[src/rtl/gamepad_pkg.sv]
// Shared types and constants for the serial gamepad reader.
package gamepad_pkg;

  localparam int unsigned NBITS = 8;
  localparam int unsigned BIT_W = $clog2(NBITS);

  localparam int unsigned BTN_A      = 0;
  localparam int unsigned BTN_B      = 1;
  localparam int unsigned BTN_SELECT = 2;
  localparam int unsigned BTN_START  = 3;
  localparam int unsigned BTN_UP     = 4;
  localparam int unsigned BTN_DOWN   = 5;
  localparam int unsigned BTN_LEFT   = 6;
  localparam int unsigned BTN_RIGHT  = 7;

  typedef enum logic [1:0] {
    IDLE  = 2'd0,
    LATCH = 2'd1,
    SHIFT = 2'd2,
    DONE  = 2'd3
  } state_e;

endpackage

[src/rtl/pad_sync.sv]
// Two-flop synchronizer for the pad data line; resets to 1 (button released).
module pad_sync (
  input  logic clk,
  input  logic reset,
  input  logic d,
  output logic q
);

  logic s1_q, s2_q;

  always_ff @(posedge clk) begin
    if (reset) begin
      s1_q <= 1'b1;
      s2_q <= 1'b1;
    end else begin
      s1_q <= d;
      s2_q <= s1_q;
    end
  end

  assign q = s2_q;

endmodule

[src/rtl/gamepad_reader.sv]
// Serial gamepad front end: latches the pad, shifts in 8 active-low bits and
// publishes them atomically once per frame. GAMEPAD_PRESS_EN adds press pulses.
module gamepad_reader
  import gamepad_pkg::*;
#(
  parameter int unsigned HALF_CYCLES = 150,
  parameter int unsigned POLL_CYCLES = 420000
) (
  input  logic             clk,
  input  logic             reset,
  input  logic             pad_data,
  output logic             pad_latch,
  output logic             pad_clk,
  output logic             A,
  output logic             B,
  output logic             select,
  output logic             start,
  output logic             up,
  output logic             down,
  output logic             left,
  output logic             right,
  output logic             frame_valid
`ifdef GAMEPAD_PRESS_EN
  ,
  output logic [NBITS-1:0] press
`endif
);

  localparam int unsigned PH_W   = $clog2(2 * HALF_CYCLES);
  localparam int unsigned IDLE_W = $clog2(POLL_CYCLES);

  localparam logic [PH_W-1:0]   HALF_LAST  = PH_W'(HALF_CYCLES - 1);
  localparam logic [PH_W-1:0]   LATCH_LAST = PH_W'(2 * HALF_CYCLES - 1);
  localparam logic [IDLE_W-1:0] IDLE_LAST  = IDLE_W'(POLL_CYCLES - 1);
  localparam logic [BIT_W-1:0]  BIT_LAST   = BIT_W'(NBITS - 1);

  logic data_s;

  state_e            state_q, state_d;
  logic [IDLE_W-1:0] idle_cnt_q, idle_cnt_d;
  logic [PH_W-1:0]   ph_cnt_q, ph_cnt_d;
  logic              hi_q, hi_d;
  logic [BIT_W-1:0]  bit_q, bit_d;
  logic [NBITS-1:0]  shift_q, shift_d;
  logic [NBITS-1:0]  btn_q, btn_d;
  logic              latch_q, latch_d;
  logic              pclk_q, pclk_d;
  logic              fv_q, fv_d;
`ifdef GAMEPAD_PRESS_EN
  logic [NBITS-1:0]  press_q, press_d;
`endif

  pad_sync u_sync (
    .clk   (clk),
    .reset (reset),
    .d     (pad_data),
    .q     (data_s)
  );

  // Pin and button registers are decoded from the next state so they change
  // on the same edge as the state they belong to.
  always_comb begin
    state_d    = state_q;
    idle_cnt_d = idle_cnt_q;
    ph_cnt_d   = ph_cnt_q;
    hi_d       = hi_q;
    bit_d      = bit_q;
    shift_d    = shift_q;
    btn_d      = btn_q;

    case (state_q)
      IDLE: begin
        if (idle_cnt_q == IDLE_LAST) begin
          state_d  = LATCH;
          ph_cnt_d = '0;
        end else begin
          idle_cnt_d = idle_cnt_q + IDLE_W'(1);
        end
      end
      LATCH: begin
        if (ph_cnt_q == LATCH_LAST) begin
          state_d  = SHIFT;
          ph_cnt_d = '0;
          hi_d     = 1'b0;
          bit_d    = '0;
        end else begin
          ph_cnt_d = ph_cnt_q + PH_W'(1);
        end
      end
      SHIFT: begin
        if (ph_cnt_q == HALF_LAST) begin
          ph_cnt_d = '0;
          if (!hi_q) begin
            // Last cycle of the low phase: sample, then either pulse or finish.
            shift_d[bit_q] = data_s;
            if (bit_q == BIT_LAST) state_d = DONE;
            else                   hi_d    = 1'b1;
          end else begin
            hi_d  = 1'b0;
            bit_d = bit_q + BIT_W'(1);
          end
        end else begin
          ph_cnt_d = ph_cnt_q + PH_W'(1);
        end
      end
      DONE: begin
        state_d    = IDLE;
        idle_cnt_d = '0;
      end
      default: state_d = IDLE;
    endcase

    latch_d = (state_d == LATCH);
    pclk_d  = (state_d == SHIFT) && hi_d;
    fv_d    = (state_d == DONE);
    if (fv_d) btn_d = ~shift_d;
`ifdef GAMEPAD_PRESS_EN
    press_d = fv_d ? (btn_d & ~btn_q) : '0;
`endif
  end

  always_ff @(posedge clk) begin
    if (reset) begin
      state_q    <= IDLE;
      idle_cnt_q <= IDLE_LAST;
      ph_cnt_q   <= '0;
      hi_q       <= 1'b0;
      bit_q      <= '0;
      shift_q    <= '1;
      btn_q      <= '0;
      latch_q    <= 1'b0;
      pclk_q     <= 1'b0;
      fv_q       <= 1'b0;
`ifdef GAMEPAD_PRESS_EN
      press_q    <= '0;
`endif
    end else begin
      state_q    <= state_d;
      idle_cnt_q <= idle_cnt_d;
      ph_cnt_q   <= ph_cnt_d;
      hi_q       <= hi_d;
      bit_q      <= bit_d;
      shift_q    <= shift_d;
      btn_q      <= btn_d;
      latch_q    <= latch_d;
      pclk_q     <= pclk_d;
      fv_q       <= fv_d;
`ifdef GAMEPAD_PRESS_EN
      press_q    <= press_d;
`endif
    end
  end

  assign pad_latch   = latch_q;
  assign pad_clk     = pclk_q;
  assign frame_valid = fv_q;
  assign A           = btn_q[BTN_A];
  assign B           = btn_q[BTN_B];
  assign select      = btn_q[BTN_SELECT];
  assign start       = btn_q[BTN_START];
  assign up          = btn_q[BTN_UP];
  assign down        = btn_q[BTN_DOWN];
  assign left        = btn_q[BTN_LEFT];
  assign right       = btn_q[BTN_RIGHT];
`ifdef GAMEPAD_PRESS_EN
  assign press       = press_q;
`endif

endmodule

[config.mk]
export PLATFORM = sky130hd
export DESIGN_NAME = gamepad_reader
export DESIGN_NICKNAME = d
export VERILOG_FILES = /design/src/rtl/gamepad_pkg.sv /design/src/rtl/pad_sync.sv /design/src/rtl/gamepad_reader.sv
export SDC_FILE = /design/constraint.sdc
export NUM_CORES = 1
export LEC_CHECK = 0
export ABC_AREA = 0
export CAP_MARGIN = 20
export CORE_MARGIN = 4
export CORE_UTILIZATION = 53
export CTS_CLUSTER_DIAMETER = 200
export DETAILED_ROUTE_END_ITERATION = 10
export HOLD_SLACK_MARGIN = 0.06
export MAX_ROUTING_LAYER = met4
export PLACE_DENSITY = 0.86
export SETUP_SLACK_MARGIN = 0.05
export SYNTH_ARGS = -nofsm -noshare
export SYNTH_HDL_FRONTEND = slang
export SYNTH_SLANG_ARGS = --single-unit
[constraint.sdc]
create_clock -name clk -period 1.9 [get_ports clk]
set_input_delay 0.475 -clock clk [delete_from_list [all_inputs] [get_ports clk]]
set_output_delay 0.475 -clock clk [all_outputs]
set_load 0.05 [all_outputs]
==> results of run 1 <==
[layout make-up]
type	count	share of cell area
clock buffers	5	0.0194
clock inverters	3	0.00705
inverters	9	0.0113
multi-input cells	218	0.489
flip-flops and latches	55	0.317
well taps	67	0.0236
repair buffers	60	0.133
[worst paths after layout]
| path | slack [ns] | to | startpoint | cells past startpoint |
|---|---|---|---|---|
| worst max register to register | 0.006 | btn_q[0] | state_q[1] | 7 |
| worst min register to register | 0.42 | u_sync.q | u_sync.s1_q | 1 |
| worst min-delay path | 0.42 | u_sync.q | u_sync.s1_q | 1 |
| worst max-delay path | 0.006 | btn_q[0] | state_q[1] | 7 |
[per-layer routing]
| metal | vias up | routed length, um | share of wire | track usage |
|---|---|---|---|---|
| li1 | 1183 | - | - | - |
| met1 | 1197 | 2870 | 0.40 | 0.253 |
| met2 | 61 | 3760 | 0.52 | 0.421 |
| met3 | 29 | 216 | 0.030 | 0.0340 |
| met4 | 0 | 340 | 0.047 | 0.0808 |
| met5 | - | 0 | 0 | - |
[stage by stage]
| step | hold WS (ns) | area, um^2 |
|---|---|---|
| after floorplan | 0.389 | 2700 |
| after global placement | 0.406 | 3090 |
| after detailed placement | 0.399 | 3090 |
| after CTS | 0.427 | 3320 |
| after global routing | 0.447 | 3550 |
| final | 0.423 | 3550 |
[worst max-delay path: stages (launching register included)]
cell	delay [ns]
dfxtp_4	0.38
buf_6	0.11
ha_4	0.16
nor4bb_4	0.37
a31oi_4	0.16
a31oi_4	0.23
nand3_4	0.20
mux2i_1	0.22
[layout by cell type (no fill, tap or decap), types with 3 or more instances in the layout]
cell type,n
a31oi_4,3
dfxtp_2,7
a32o_1,7
nand4_1,15
nor2_1,18
dfxtp_1,44
and3_1,6
and3_2,3
or3_4,3
inv_1,5
xor2_1,13
ha_1,5
nor2_2,3
mux2i_1,17
xnor2_1,3
clkbuf_8,5
nor3b_1,7
o21ai_0,15
and2_1,4
nor4_1,3
buf_4,55
nor2b_1,3
nor3_1,6
dfxtp_4,4
ha_4,5
nand3_1,7
nand2_1,29
a21oi_1,4
[sequential cells by signal (all words and copies together), names as in the netlist]
name and cells:
ph_cnt_q 9, shift_q 8, bit_q 3, hi_q 1
pad_clk 1, frame_valid 1, u_sync.q 1, pad_latch 1
u_sync.s1_q 1, state_q 2, btn_q 8, idle_cnt_q 19
[cells by family (layout without fill, tap and decap cells)]
family	after synthesis	in the layout	synth area share
AOI/OAI and AO/OA	49	49	0.124
DFF	55	55	0.409
muxes	17	17	0.0631
xor gates and xnor gates	16	16	0.0520
and+or+nand+nor	125	125	0.264
adders and majority gates	11	11	0.0511
buffers and inverters	21	77	0.0371
[power groups by stage]
stage	clock network [mW]	logic [mW]	registers, mW
floorplan	0	0.543	1.32
global placement	0	0.886	1.29
detailed placement	0	0.929	1.29
CTS	0.673	1.01	1.26
global route	0.714	1.34	1.28
finish	0.669	1.25	1.27
[timing repair]
item / 4_1_cts / 5_1_grt
pin swaps: 4 / 13
setup buffers: 3 / 8
resized for setup: 29 / 40
endpoints found under the setup margin: 35 / 33
==> insert_results.sql, run 1 <==
INSERT INTO impl_metrics (metric_group, metric, value, unit) VALUES
('final_layout', 'fillers', '341', ''),
('final_layout', 'area.sequential', '0.00112', 'mm^2'),
('sta', 'setup_tns', '0', 'ns'),
('pwr', 'static-leakage-power', '1.46', 'nW'),
('sta', 'layout_setup_ws', '0.00642', 'ns'),
('floorplan', 'io_pins', '14', ''),
('drt', 'drt_pre_antenna_iters', '6', ''),
('drt', 'routed-via-count', '2470', ''),
('clocking', 'cts.reportedPaths.clkPinSlew', '0.10', 'ns'),
('yosys', 'synth.ff_latch_count', '55', ''),
('sta', 'worst_slew_pin_slew', '0.507', 'ns'),
('yosys', 'synth_async_sr_flop_share', '0', ''),
('worst_setup_path', 'setup.worst_path.class', 'reg2reg', ''),
('sta', 'fin_crit_sh', '0.997', ''),
('yosys', 'syn_inst', '294', ''),
('yosys', 'yosysTopAreaCellShare', '0.409', ''),
('grt', 'number_of_antenna_violations_at_the_first_check_in_global_routing', '0', ''),
('drt', 'remaining_drc_errors', '0', ''),
('floorplan', 'die_outline_area', '0.00629', 'mm^2'),
('grt', 'grt_start_max_net_pins', '19', ''),
('clocking', 'worst_skew_pair_later_pin_latency', '0.32', 'ns'),
('sta', 'hold_violations', '0', ''),
('placed_design', 'port_buffers', '13', ''),
('clocking', 'tritoncts', 'built', ''),
('yosys', 'synth_area_leader_cell', 'dfxtp_1', ''),
('clocking', 'cts-root-buf', 'clkbuf_8', ''),
('drt', 'postRouteAntennaNets', '0', ''),
('placed_design', 'dp.cells', '398', ''),
('clocking', 'tritoncts.num_buffers', '5', ''),
('sta', 'finClkSkew', '0.00804', 'ns'),
('pwr', 'power.switching', '1.15', 'mW'),
('yosys', 'synth_cell_type_count', '49', ''),
('worst_setup_path', 'critPathLaunchType', 'flip-flop', ''),
('pwr', 'power_per_cell_area', '897', 'mW/mm^2'),
('yosys', 'synth-edff-count', '0', ''),
('worst_setup_path', 'crit_path_end_kind', 'flip-flop', ''),
('pwr', 'design_power_total', '3.18', 'mW'),
('yosys', 'post-synth-top-count-cell', 'dfxtp_1', ''),
('pwr', 'netSwitchingFraction', '0.362', ''),
('floorplan', 'chipWidth', '79.3', 'um'),
('final_layout', 'nNetsFinal', '363', ''),
('sta', 'setup_viol_count_final', '0', ''),
('floorplan', 'floorplan.die.height', '79.3', 'um'),
('clocking', 'numClockSinks', '55', ''),
('sta', 'rsz0062_at_grt', 'true', ''),
('placed_design', 'finalWeightedCongestion', '0.861', ''),
('final_layout', 'post_synthesis_to_final_layout_area_growth', '31.7', '%'),
('grt', 'first_global_vias', '2466', ''),
('drt', 'drt-vias-per-instance', '5.92', ''),
('final_layout', 'multiInputGateArea', '0.00174', 'mm^2'),
('clocking', 'cts.htree.levels', '2', ''),
('pwr', 'vdd_drop_max', '520', 'uV'),
('floorplan', 'initial_util', '0.559', ''),
('yosys', 'synthesized_net_count', '308', ''),
('final_layout', 'post_layout_nonfiller_instances', '417', ''),
('yosys', 'yosysSeqAreaShare', '0.409', ''),
('sta', 'fmaxAchievable', '0.528', 'GHz'),
('drt', 'detail_route.iter0.violations', '131', ''),
('final_layout', 'utilization', '0.737', ''),
('yosys', 'ys_top_cells_by_area', 'dfxtp_1, mux2i_1, ha_1', ''),
('grt', 'grt_pass1_wl', '11200', 'um'),
('sta', 'timing.final.max_slew_violations', '0', ''),
('drt', 'wl_per_cell', '17.2', 'um'),
('pwr', 'internal-power', '2.03', 'mW'),
('final_layout', 'inserted_diodes', '0', ''),
('drt', 'wirelength', '7190', 'um'),
('clocking', 'number_of_buffers_inserted_by_hold_repair_at_cts', '0', ''),
('worst_setup_path', 'worst-endpoint-required', '2.15', 'ns'),
('final_layout', 'post_route_cells_drive_above_1_share', '0.349', ''),
('outcome', 'status', 'completed', ''),
('yosys', 'mean_cell_area_of_the_mapped_netlist', '9.17', 'um^2');
Note: power is estimated with default switching activity, not from simulation.
==> run 2: changes to the inputs <==
MAX_ROUTING_LAYER = not set   (was met4)
==> run 2 against run 1 <==
Compared with the run above:
- sequential power hardly changed
- clock-buffer cell count stayed put
- hold slack hardly changed
- clock power hardly changed
- sequential share of layout area stayed put
- first-iteration DRC count is 18% higher
- routed wire length is 0.38% lower
==> insert_results.sql, run 2 (synthesized netlist as in run 1, its figures left out) <==
INSERT INTO impl_metrics (metric_group, metric, value, unit) VALUES
('placed_design', 'port_buffers', '13', ''),
('placed_design', 'hpwl', '4360', 'um'),
('clocking', 'cts-root-buf', 'clkbuf_8', ''),
('worst_setup_path', 'r2r_path_start', 'state_q[1]', ''),
('worst_setup_path', 'worst_r2r_path_depth', '7', ''),
('drt', 'routed-via-count', '2464', ''),
('pwr', 'internal-power', '2.03', 'mW'),
('clocking', 'worst_skew_pair_later_pin_latency', '0.32', 'ns'),
('drt', 'postRouteAntennaNets', '0', ''),
('floorplan', 'floorplan.die.height', '79.3', 'um'),
('pwr', 'clock_power_share', '0.210', ''),
('floorplan', 'initial_util', '0.559', ''),
('final_layout', 'post_layout_nonfiller_instances', '417', ''),
('sta', 'maxSlewHeadroom', '0.649', ''),
('final_layout', 'max_flop_register', 'idle_cnt_q', ''),
('floorplan', 'die_outline_area', '0.00629', 'mm^2'),
('sta', 'final_period_minus_worst_setup_slack', '1.89', 'ns'),
('grt', 'globalRouteOverflowTotal', '0', ''),
('job', 'maxCapViolCount', '0', ''),
('worst_setup_path', 'ff2ff_setup_slack', '0.01', 'ns'),
('grt', 'grt_start_max_net_pins', '19', ''),
('floorplan', 'placeableCoreArea', '0.00482', 'mm^2'),
('pwr', 'seqPwrFrac', '0.399', ''),
('worst_setup_path', 'worst-endpoint-arrival', '2.14', 'ns'),
('worst_setup_path', 'worst-endpoint-required', '2.15', 'ns'),
('final_layout', 'largest_reg_flops', '19', ''),
('min_path', 'hold_path_startpoint', 'u_sync.s1_q', ''),
('min_path', 'min_delay_path_depth', '1', ''),
('floorplan', 'chipWidth', '79.3', 'um'),
('pwr', 'design_power_total', '3.18', 'mW'),
('outcome', 'status', 'completed', ''),
('drt', 'wl_per_cell', '17.2', 'um'),
('drt', 'drt_pre_antenna_iters', '4', ''),
('pwr', 'static-leakage-power', '1.46', 'nW'),
('sta', 'rsz0062_at_grt', 'true', ''),
('clocking', 'tritoncts', 'built', ''),
('sta', 'fin_crit_sh', '0.994', ''),
('pwr', 'vdd_drop_max', '519', 'uV'),
('min_path', 'hold_path.class', 'reg2reg', ''),
('drt', 'remaining_drc_errors', '0', ''),
('drt', 'wirelength', '7170', 'um'),
('final_layout', 'inserted_diodes', '0', ''),
('clocking', 'cts.htree.levels', '2', ''),
('placed_design', 'finalWeightedCongestion', '0.847', ''),
('floorplan', 'std_cell_rows', '25', ''),
('sta', 'timing.final.max_slew_violations', '0', ''),
('clocking', 'clockBufferDepth', '2', ''),
('clocking', 'cts.reportedPaths.clkPinSlew', '0.10', 'ns'),
('grt', 'grt_pass1_wl', '11200', 'um'),
('grt', 'globalRouteTotalUtil', '0.224', ''),
('worst_setup_path', 'critPathLaunchType', 'flip-flop', ''),
('worst_setup_path', 'worst-path-max-fanout', '8', ''),
('worst_setup_path', 'crit_path_end_kind', 'flip-flop', ''),
('final_layout', 'top_library_cells_by_usage_in_the_layout_fill_and_taps_aside', 'buf_4, dfxtp_1, nand2_1, nor2_1, mux2i_1', ''),
('final_layout', 'post_route_cells_drive_above_1_share', '0.349', ''),
('pwr', 'netSwitchingFraction', '0.362', ''),
('clocking', 'tritoncts.num_buffers', '5', ''),
('sta', 'worst_slew_pin_slew', '0.519', 'ns'),
('clocking', 'numClockSinks', '55', ''),
('pwr', 'pwr-share-comb', '0.392', ''),
('sta', 'setup_viol_count_final', '0', ''),
('sta', 'finClkSkew', '0.00796', 'ns'),
('sta', 'fmaxAchievable', '0.530', 'GHz'),
('final_layout', 'post_synthesis_to_final_layout_area_growth', '31.7', '%'),
('final_layout', 'nNetsFinal', '363', ''),
('sta', 'minimum_hold_slack', '0.423', 'ns'),
('clocking', 'number_of_buffers_inserted_by_hold_repair_at_cts', '0', ''),
('grt', 'first_global_vias', '2460', ''),
('final_layout', 'top_regs', 'idle_cnt_q: 19 flops, ph_cnt_q: 9 flops', ''),
('sta', 'hold_violations', '0', ''),
('drt', 'detail_route.iter0.violations', '154', ''),
('pwr', 'power.switching', '1.15', 'mW'),
('worst_setup_path', 'setup.worst_path.class', 'reg2reg', ''),
('drt', 'drt-vias-per-instance', '5.91', ''),
('floorplan', 'io_pins', '14', ''),
('final_layout', 'layout_commonest_cell', 'buf_4', ''),
('grt', 'number_of_antenna_violations_at_the_first_check_in_global_routing', '0', ''),
('worst_setup_path', 'worst_setup_path_startpoint', 'state_q[1]', ''),
('pwr', 'power_per_cell_area', '897', 'mW/mm^2'),
('sta', 'setup_tns', '0', 'ns'),
('placed_design', 'dp.cells', '398', '');
run 2: cell counts in the layout (fill, tap and decap cells not counted):
Identical to the previous run, type by type.
run 2: metrics by stage:
step | utilization | instance area, um^2 | setup slack (ns)
after global routing | 0.737 | 3550 | -0.0879
after CTS | 0.690 | 3320 | 0.0251
after detailed placement | 0.641 | 3090 | -0.135
after global placement | 0.641 | 3090 | 0.0270
final | 0.737 | 3550 | 0.0118
after floorplan | - | 2700 | 0.0594
run 2: power groups by stage:
stage	combinational, mW	clock, mW	sequential [mW]
global route	1.34	0.716	1.28
floorplan	0.543	0	1.32
CTS	1.01	0.673	1.26
global placement	0.886	0	1.29
finish	1.25	0.668	1.27
detailed placement	0.929	0	1.29
run 2: path summary, 6_finish.rpt:
check,end
setup / recovery,btn_q[0]
hold / removal,u_sync.q
hold reg to reg,u_sync.q
setup reg to reg,btn_q[0]
run 2: final cells by class:
| class | count | area (um^2) |
|---|---|---|
| flip-flops and latches | 55 | 1120 |
| clock buffers | 5 | 68.8 |
| repair buffers | 60 | 470 |
| well taps | 67 | 83.8 |
| inverters | 9 | 40.0 |
| fillers | 341 | 1270 |
| clock inverters | 3 | 25.0 |
| multi-input cells | 218 | 1740 |
run 2: repair_timing:
item,CTS,global route
gates resized for setup,29,40
endpoints found under the setup margin,35,33
setup buffers,3,8
pin swaps,4,13
run 2: critical path: stages (launching register included):
cell and delay (ns):
dfxtp_4 0.38, buf_6 0.11, ha_4 0.15, nor4bb_4 0.37, a31oi_4 0.16, a31oi_4 0.23
nand3_4 0.20, mux2i_1 0.22
run 2: routing by layer:
| layer | vias to the layer above | GRT usage | wire length (um) |
|---|---|---|---|
| met2 | 74 | 0.419 | 3760 |
| met1 | 1181 | 0.253 | 2800 |
| met4 | 0 | 0.0808 | 331 |
| met5 | - | 0 | 0 |
| met3 | 27 | 0.0363 | 276 |
| li1 | 1182 | - | - |
